## config.mk

```make
export PLATFORM = sky130hd
export DESIGN_NAME = sio_tx_8251_flat
export DESIGN_NICKNAME = d
export VERILOG_FILES = /design/src/rtl/sio_8251_pkg.sv /design/src/rtl/sio_tx_8251_if.sv /design/src/rtl/sio_baud_gen.sv /design/src/rtl/sio_tx_8251.sv /design/src/flat_wrapper.sv
export SDC_FILE = /design/constraint.sdc
export NUM_CORES = 1
export LEC_CHECK = 0
export ABC_CLOCK_PERIOD_IN_PS = 3600
export CAP_MARGIN = 10
export CORE_ASPECT_RATIO = 1.25
export CORE_UTILIZATION = 54
export CTS_BUF_LIST = sky130_fd_sc_hd__clkbuf_16
export DETAILED_ROUTE_END_ITERATION = 8
export PLACE_DENSITY = 0.79
export RECOVER_POWER = 100
export REMOVE_ABC_BUFFERS = 1
export SYNTH_ARGS = -nofsm -noshare
export SYNTH_HDL_FRONTEND = slang
export SYNTH_HIERARCHICAL = 1
export SYNTH_SLANG_ARGS = --single-unit
```

## constraint.sdc

```tcl
create_clock -name I_CLK -period 3.6 [get_ports I_CLK]
set_clock_uncertainty 0.15 [all_clocks]
set_input_delay 0.72 -clock I_CLK [delete_from_list [all_inputs] [get_ports I_CLK]]
set_output_delay 0.72 -clock I_CLK [all_outputs]
set_load 0.02 [all_outputs]
```

## src/rtl/sio_8251_pkg.sv

```systemverilog
// -----------------------------------------------------------------------------
// sio_8251_pkg
// Shared definitions for the 8251-compatible serial I/O blocks (TX, RX and the
// control-register block): FSM state encoding, character-length codes, mode /
// command bit positions, the per-frame context struct and a parity helper.
// -----------------------------------------------------------------------------
package sio_8251_pkg;

    // Transmit FSM state encoding
    localparam logic [2:0] ST_IDLE   = 3'd0;
    localparam logic [2:0] ST_START  = 3'd1;
    localparam logic [2:0] ST_DATA   = 3'd2;
    localparam logic [2:0] ST_PARITY = 3'd3;
    localparam logic [2:0] ST_STOP   = 3'd4;

    // Character length codes (mode bits 3:2)
    localparam logic [1:0] CHLEN_5 = 2'd0;
    localparam logic [1:0] CHLEN_6 = 2'd1;
    localparam logic [1:0] CHLEN_7 = 2'd2;
    localparam logic [1:0] CHLEN_8 = 2'd3;

    // Mode register bit positions
    localparam int MODE_CHLEN_LSB = 2;
    localparam int MODE_PEN_BIT   = 4;
    localparam int MODE_PEVEN_BIT = 5;
    localparam int MODE_STOP_LSB  = 6;

    // Command register bit positions
    localparam int CMD_TXEN_BIT   = 0;
    localparam int CMD_SBRK_BIT   = 3;

    // Framing captured when a character is moved into the shifter
    typedef struct packed {
        logic [1:0] chlen;
        logic       pen;
        logic       stop2;
    } tx_ctx_t;

    // XOR of the low (chlen+5) bits of a character; upper bits are ignored
    function automatic logic data_parity(input logic [7:0] d, input logic [1:0] chlen);
        logic p;
        p = 1'b0;
        for (int i = 0; i < 8; i++) begin
            if (i < (int'(chlen) + 5)) begin
                p = p ^ d[i];
            end else begin
                p = p;
            end
        end
        return p;
    endfunction

endpackage

```

## src/rtl/sio_tx_8251_if.sv

```systemverilog
// -----------------------------------------------------------------------------
// sio_tx_8251_if
// Bus between the 8251 control-register block (master) and the transmit data
// path (slave). Carries the data-port write strobe/data, the command and mode
// fields, the baud divisor, and the TXD line plus status bits coming back.
// -----------------------------------------------------------------------------
interface sio_tx_8251_if #(
    parameter int DIV_W = 16
);
    logic             I_WR_STB;
    logic [7:0]       I_DATA;
    logic             I_TXEN;
    logic             I_SBRK;
    logic [1:0]       I_CHLEN;
    logic             I_PEN;
    logic             I_PEVEN;
    logic             I_STOP2;
    logic [DIV_W-1:0] I_BAUD_DIV;
    logic             O_TXD;
    logic             O_TXRDY;
    logic             O_TXEMPTY;
    logic             O_BUSY;

    modport master (
        output I_WR_STB, I_DATA, I_TXEN, I_SBRK, I_CHLEN, I_PEN, I_PEVEN,
               I_STOP2, I_BAUD_DIV,
        input  O_TXD, O_TXRDY, O_TXEMPTY, O_BUSY
    );

    modport slave (
        input  I_WR_STB, I_DATA, I_TXEN, I_SBRK, I_CHLEN, I_PEN, I_PEVEN,
               I_STOP2, I_BAUD_DIV,
        output O_TXD, O_TXRDY, O_TXEMPTY, O_BUSY
    );
endinterface

```

## src/rtl/sio_baud_gen.sv

```systemverilog
// -----------------------------------------------------------------------------
// sio_baud_gen
// Reloadable down-counter producing one tick every (div+1) clocks while run=1.
// Ports: clk, rst (sync, active-high), load (restart count at div), run
// (count enable), div (divisor), tick (counter at zero while running).
// -----------------------------------------------------------------------------
module sio_baud_gen #(
    parameter int DIV_W = 16
) (
    input  logic             clk,
    input  logic             rst,
    input  logic             load,
    input  logic             run,
    input  logic [DIV_W-1:0] div,
    output logic             tick
);
    logic [DIV_W-1:0] cnt_r;

    // Tick marks the last clock of the current bit period
    assign tick = run && (cnt_r == {DIV_W{1'b0}});

    // Down-counter: load restarts a period, reaching zero auto-reloads
    always_ff @(posedge clk) begin
        if (rst) begin
            cnt_r <= {DIV_W{1'b0}};
        end else if (load) begin
            cnt_r <= div;
        end else if (run) begin
            if (cnt_r == {DIV_W{1'b0}}) begin
                cnt_r <= div;
            end else begin
                cnt_r <= cnt_r - {{(DIV_W-1){1'b0}}, 1'b1};
            end
        end else begin
            cnt_r <= cnt_r;
        end
    end
endmodule

```

## src/rtl/sio_tx_8251.sv

```systemverilog
// -----------------------------------------------------------------------------
// sio_tx_8251
// Transmit data path of the 8251-compatible serial I/O. A holding register
// feeds a shift register; frames are START, 5..8 data bits LSB first, optional
// parity, 1 or 2 STOP bits. All outputs are registered, so TXD trails the FSM
// state by one clock.
// Ports: I_CLK, I_RST (sync, active-high); bus (slave modport) carrying the
// write strobe/data, TXEN/SBRK, mode fields, baud divisor, TXD and status.
// -----------------------------------------------------------------------------
module sio_tx_8251
    import sio_8251_pkg::*;
#(
    parameter int DIV_W = 16
) (
    input  logic          I_CLK,
    input  logic          I_RST,
    sio_tx_8251_if.slave  bus
);
    logic [2:0] state_r;
    logic [2:0] state_s;
    logic       hold_full_r;
    logic       hold_full_s;
    logic [7:0] hold_data_r;
    logic [7:0] shift_r;
    logic [2:0] bit_cnt_r;
    logic       stop_second_r;
    logic       par_bit_r;
    tx_ctx_t    ctx_r;
    logic       load_s;
    logic       last_data_s;
    logic       fsm_bit_s;
    logic       tick_s;
    logic       txd_r;
    logic       txrdy_r;
    logic       txempty_r;
    logic       busy_r;

    sio_baud_gen #(.DIV_W(DIV_W)) u_baud (
        .clk  (I_CLK),
        .rst  (I_RST),
        .load (load_s),
        .run  (state_r != ST_IDLE),
        .div  (bus.I_BAUD_DIV),
        .tick (tick_s)
    );

    assign last_data_s = (bit_cnt_r == ({1'b0, ctx_r.chlen} + 3'd4));

    // Next-state logic, shifter load decision and the FSM's line level
    always_comb begin
        state_s   = state_r;
        load_s    = 1'b0;
        fsm_bit_s = 1'b1;
        case (state_r)
            ST_IDLE: begin
                fsm_bit_s = 1'b1;
                if (hold_full_r && bus.I_TXEN) begin
                    load_s  = 1'b1;
                    state_s = ST_START;
                end else begin
                    state_s = ST_IDLE;
                end
            end
            ST_START: begin
                fsm_bit_s = 1'b0;
                if (tick_s) begin
                    state_s = ST_DATA;
                end else begin
                    state_s = ST_START;
                end
            end
            ST_DATA: begin
                fsm_bit_s = shift_r[0];
                if (tick_s && last_data_s) begin
                    state_s = ctx_r.pen ? ST_PARITY : ST_STOP;
                end else begin
                    state_s = ST_DATA;
                end
            end
            ST_PARITY: begin
                fsm_bit_s = par_bit_r;
                if (tick_s) begin
                    state_s = ST_STOP;
                end else begin
                    state_s = ST_PARITY;
                end
            end
            ST_STOP: begin
                fsm_bit_s = 1'b1;
                // Chain straight into the next START when a byte is waiting
                if (tick_s && (!ctx_r.stop2 || stop_second_r)) begin
                    if (hold_full_r && bus.I_TXEN) begin
                        load_s  = 1'b1;
                        state_s = ST_START;
                    end else begin
                        state_s = ST_IDLE;
                    end
                end else begin
                    state_s = ST_STOP;
                end
            end
            default: begin
                fsm_bit_s = 1'b1;
                state_s   = ST_IDLE;
            end
        endcase

        // A write in the load cycle refills the holding register
        if (bus.I_WR_STB) begin
            hold_full_s = 1'b1;
        end else if (load_s) begin
            hold_full_s = 1'b0;
        end else begin
            hold_full_s = hold_full_r;
        end
    end

    // FSM, holding register, shifter context and registered outputs
    always_ff @(posedge I_CLK) begin
        if (I_RST) begin
            state_r       <= ST_IDLE;
            hold_full_r   <= 1'b0;
            hold_data_r   <= 8'h00;
            shift_r       <= 8'h00;
            bit_cnt_r     <= 3'd0;
            stop_second_r <= 1'b0;
            par_bit_r     <= 1'b0;
            ctx_r         <= '0;
            txd_r         <= 1'b1;
            txrdy_r       <= 1'b0;
            txempty_r     <= 1'b1;
            busy_r        <= 1'b0;
        end else begin
            state_r     <= state_s;
            hold_full_r <= hold_full_s;
            if (bus.I_WR_STB) begin
                hold_data_r <= bus.I_DATA;
            end else begin
                hold_data_r <= hold_data_r;
            end

            if (load_s) begin
                // Mode is frozen per frame; parity is precomputed here
                shift_r       <= hold_data_r;
                ctx_r.chlen   <= bus.I_CHLEN;
                ctx_r.pen     <= bus.I_PEN;
                ctx_r.stop2   <= bus.I_STOP2;
                par_bit_r     <= bus.I_PEVEN ? data_parity(hold_data_r, bus.I_CHLEN)
                                             : ~data_parity(hold_data_r, bus.I_CHLEN);
                bit_cnt_r     <= 3'd0;
                stop_second_r <= 1'b0;
            end else if (tick_s && (state_r == ST_DATA)) begin
                shift_r   <= {1'b0, shift_r[7:1]};
                bit_cnt_r <= last_data_s ? 3'd0 : (bit_cnt_r + 3'd1);
            end else if (tick_s && (state_r == ST_STOP)) begin
                stop_second_r <= 1'b1;
            end else begin
                shift_r <= shift_r;
            end

            // Break overrides the line but the FSM keeps running underneath
            txd_r     <= bus.I_SBRK ? 1'b0 : fsm_bit_s;
            txrdy_r   <= !hold_full_s && bus.I_TXEN;
            txempty_r <= (state_s == ST_IDLE) && !hold_full_s;
            busy_r    <= (state_s != ST_IDLE);
        end
    end

    assign bus.O_TXD     = txd_r;
    assign bus.O_TXRDY   = txrdy_r;
    assign bus.O_TXEMPTY = txempty_r;
    assign bus.O_BUSY    = busy_r;
endmodule
```

## src/flat_wrapper.sv

```systemverilog
// flat-port wrapper written by rule: the top's interface ports become plain ports
module sio_tx_8251_flat import sio_8251_pkg::*;
#(
    parameter int DIV_W = 16
)
  (I_CLK, I_RST, bus_I_WR_STB, bus_I_DATA, bus_I_TXEN, bus_I_SBRK, bus_I_CHLEN, bus_I_PEN, bus_I_PEVEN, bus_I_STOP2, bus_I_BAUD_DIV, bus_O_TXD, bus_O_TXRDY, bus_O_TXEMPTY, bus_O_BUSY);
  sio_tx_8251_if #(.DIV_W(DIV_W)) bus_i ();
  input  logic I_CLK;
  input  logic I_RST;
  input wire logic [$bits(bus_i.I_WR_STB)-1:0] bus_I_WR_STB;
  input wire logic [$bits(bus_i.I_DATA)-1:0] bus_I_DATA;
  input wire logic [$bits(bus_i.I_TXEN)-1:0] bus_I_TXEN;
  input wire logic [$bits(bus_i.I_SBRK)-1:0] bus_I_SBRK;
  input wire logic [$bits(bus_i.I_CHLEN)-1:0] bus_I_CHLEN;
  input wire logic [$bits(bus_i.I_PEN)-1:0] bus_I_PEN;
  input wire logic [$bits(bus_i.I_PEVEN)-1:0] bus_I_PEVEN;
  input wire logic [$bits(bus_i.I_STOP2)-1:0] bus_I_STOP2;
  input wire logic [$bits(bus_i.I_BAUD_DIV)-1:0] bus_I_BAUD_DIV;
  output wire logic [$bits(bus_i.O_TXD)-1:0] bus_O_TXD;
  output wire logic [$bits(bus_i.O_TXRDY)-1:0] bus_O_TXRDY;
  output wire logic [$bits(bus_i.O_TXEMPTY)-1:0] bus_O_TXEMPTY;
  output wire logic [$bits(bus_i.O_BUSY)-1:0] bus_O_BUSY;
  assign bus_i.I_WR_STB = bus_I_WR_STB;
  assign bus_i.I_DATA = bus_I_DATA;
  assign bus_i.I_TXEN = bus_I_TXEN;
  assign bus_i.I_SBRK = bus_I_SBRK;
  assign bus_i.I_CHLEN = bus_I_CHLEN;
  assign bus_i.I_PEN = bus_I_PEN;
  assign bus_i.I_PEVEN = bus_I_PEVEN;
  assign bus_i.I_STOP2 = bus_I_STOP2;
  assign bus_i.I_BAUD_DIV = bus_I_BAUD_DIV;
  assign bus_O_TXD = bus_i.O_TXD;
  assign bus_O_TXRDY = bus_i.O_TXRDY;
  assign bus_O_TXEMPTY = bus_i.O_TXEMPTY;
  assign bus_O_BUSY = bus_i.O_BUSY;
  sio_tx_8251 #(.DIV_W(DIV_W)) u_core (.I_CLK(I_CLK), .I_RST(I_RST), .bus(bus_i));
endmodule
```

==> metrics.yaml <==
first_iter_violations: 152
synth-main-ff-cell: "dfxtp_1"
maxSlewHeadroom_pct: 44.43
crit_type: "flip-flop to flip-flop"
hold_viol_final: 0
tightest_slew_ns: 0.8126
root_buffer: "clkbuf_16"
critical_path_required_ns: 3.66
avgSynthCellArea_sq_um: 8.361
setup_ws_ns: 0.3247
via_count: 2518
synth_mux_area_share_pct: 3.800
syn_area_sq_um: 2634
die_h_microns: 80.08
fin_util_pct: 67.72
max_cap_viol_count: 0
drv_slew: 0
dieArea_sq_um: 5162
clkLatencyLatePin_ns: 0.28
yosys.area_share.simple_pct: 29.03
wl_per_cell_microns: 15.61
fmax_mhz: 305.3
grt_pass1_vias: 2358
ant_nets: 0
synth_top_family_by_area: "simple AND/OR/NAND/NOR gates"
pin_count: 38
ctsHoldBuffers: 0
endpoint_kind: "flip-flop"
r2r-end: "u_core/u_baud/cnt_r[9]"
synth-edff-count: 0
h-tree-depth: 2
antenna_found_initial: 0
reg2reg_from: "u_core/state_r[1]"
io_buffers: 37
period_needed_ns: 3.275
coreArea_sq_um: 4695
drive_above_1_share_pct: 6.304
cts_setup_buffers: 0
hold_path_class: "flip-flop to flip-flop"
yosysWarnings: 6
clkTransAtPathRegs_ns: 0.07
irDropWorstVdd_mv: 0.2908
min_period_over_period_pct: 90.98
status: "finished, final reports clean"
dp_slack_ns: 0.4680
synth-compound-area-share_pct: 19.71
synth_seq_area_share_pct: 37.24
cts_made_buffers: 5
via_per_inst: 6.156
grt_max_degree: 31
holdPathEnd: "u_core/par_bit_r"
die_x_microns: 64.47
worstHoldStart: "u_core/par_bit_r"
ys_ff_latch: 49
start_util_pct: 56.10
synth_top_area_share_pct: 37.24
antennaDiodeCount: 0
nets: 385
arrival_ns: 3.33
r2r_cells: 11
synth.largest_area_cell: "dfxtp_1"
grt_overflow: 0
synth_cell_types: 62
track_usage_pct: 25.87
whs_path_depth: 2
hpwlAfterDp_mm: 4.459
placement_rows: 28
synth_area_leaders: "dfxtp_1 37%, a21oi_1 4.8%, nor2_1 4.7%"
synthAdderAreaFrac_pct: 1.425
critPathMaxFanout: 30
r2r_slack_ns: 0.32
finalSetupViolations: 0
hold-worst-slack_ns: 0.3130
wirelength_mm: 6.384
grt_pass1_wl_mm: 10.52
drcViolationCount: 0
ctsResizeCount: 0
rsz0062_at_grt: "false"
leakagePower_nw: 1.185
clock_path_buffers: 2
syn_inst: 315
gp_congestion: 0.8894
numClockSinks: 49
crit_path_start_kind: "flip-flop"
p_per_area_nw_per_um2: 503.5
synth-async-reset-ratio_pct: 0
area_growth_pct: 20.71
setup_tns_ns: 0
synthXorXnorAreaFrac_pct: 4.181
detail_route.first_pass.iterations: 4
cts_tree: "built"
-- layout make-up --
cell class              count  area, sq um
fillers                   410         1515
clock buffers               5        125.1
repair buffers             45        415.4
multi-input cells         238         1508
flip-flops and latches     49        980.9
well taps                  60        75.07
clock inverters             3        41.29
inverters                   9        33.78
-- cells in the mapped netlist, types with 3 or more instances --
cell	count
nand2b_1	3
mux2i_1	10
a311oi_1	4
o21ai_0	8
inv_1	8
buf_2	6
nor2b_1	6
a21o_1	3
nand2_1	25
nor2_1	33
nor3_1	13
a211oi_1	6
a21oi_1	25
nand4_1	6
clkbuf_1	9
ha_1	3
and4_1	3
xnor2_1	6
and3_1	3
nor4b_1	5
dfxtp_1	49
nand3_1	14
a31oi_1	7
a22oi_1	7
or3_1	3
xor2_1	4
-- layout by cell type, fill, tap and decap left out, types with 4 or more instances in the layout --
master / n
nand4_1: 7
nor2_1: 34
nor4b_1: 5
nand3_1: 14
a31oi_1: 7
a311oi_1: 4
clkbuf_16: 5
a211oi_1: 7
nand2_1: 25
a21oi_1: 25
dfxtp_1: 49
nor3_1: 13
buf_4: 4
xnor2_1: 6
o21ai_0: 8
nor2b_1: 6
xor2_1: 4
a22oi_1: 7
clkdlybuf4s50_1: 32
inv_1: 8
dlygate4sd3_1: 5
clkbuf_1: 4
mux2i_1: 10
-- power breakdown --
| group | switching (mW) | leakage, nW | internal [mW] |
|---|---|---|---|
| combinational | 0.240 | 0.707 | 0.201 |
| sequential | 0.0537 | 0.400 | 0.583 |
| clock | 0.197 | 0.0775 | 0.325 |
-- state kept, by name (all words and copies together) (netlist names) --
register and flops:
u_core/bus.O_TXRDY 1, u_core/bus.O_TXD 1, u_core/hold_data_r 8, u_core/bit_cnt_r 3, u_core/stop_second_r 1, u_core/hold_full_r 1, u_core/shift_r 8, u_core/state_r 3
u_core/u_baud/cnt_r 16, u_core/par_bit_r 1, u_core/bus.O_BUSY 1, u_core/bus.O_TXEMPTY 1, u_core/ctx_r 4
-- layer usage --
layer	GRT usage [%]	wire [microns]	share of wire (%)
met4	10.89	68	1.1
met2	48.00	3417	54
met3	3.835	402	6.3
met1	28.95	2496	39
met5	0	0	0
-- worst max-delay path by stage --
stage,startpoint,end,slack (ns),cells past startpoint
2_1_floorplan,u_core/state_r[2],u_core/u_baud/cnt_r[2],0.04,10
3_3_place_gp,u_core/u_baud/cnt_r[0],u_core/u_baud/cnt_r[12],0.56,13
3_5_place_dp,u_core/u_baud/cnt_r[0],u_core/u_baud/cnt_r[12],0.47,13
4_1_cts,u_core/u_baud/cnt_r[0],u_core/u_baud/cnt_r[12],0.43,13
5_1_grt,u_core/u_baud/cnt_r[0],u_core/u_baud/cnt_r[12],0.07,13
6_report,u_core/state_r[1],u_core/u_baud/cnt_r[9],0.32,11
-- metrics by stage --
stage                     cell area, sq um  power, mW  std cells
after floorplan                       2546     0.9397        296
after global placement                3052      1.083        401
after detailed placement              3052      1.087        401
after CTS                             3218      1.610        409
after global routing                  3179      1.676        409
final                                 3179      1.601        409
-- cell families (layout without fill, tap and decap cells) --
family                   count (synthesis)  count (layout)
buffers and inverters                   28              62
adder cells (fa/ha/maj)                  3               3
AO/OA/AOI/OAI                           78              78
multiplexers                            10              10
flip-flops                              49              49
XOR/XNOR                                11              11
AND/OR/NAND/NOR                        136             136
-- worst max-delay path, stage by stage (launching register included) --
cell and delay [ns]:
dfxtp_1 0.40, or3_1 0.41, nor4b_1 0.15, and4_1 0.29, inv_1 0.11, o21ai_2 0.09, nand4_1 0.16, inv_2 0.11
buf_4 0.25, nor2_1 0.60, o311ai_0 0.27, a31oi_1 0.20
Note: power is estimated with default switching activity, not from simulation.
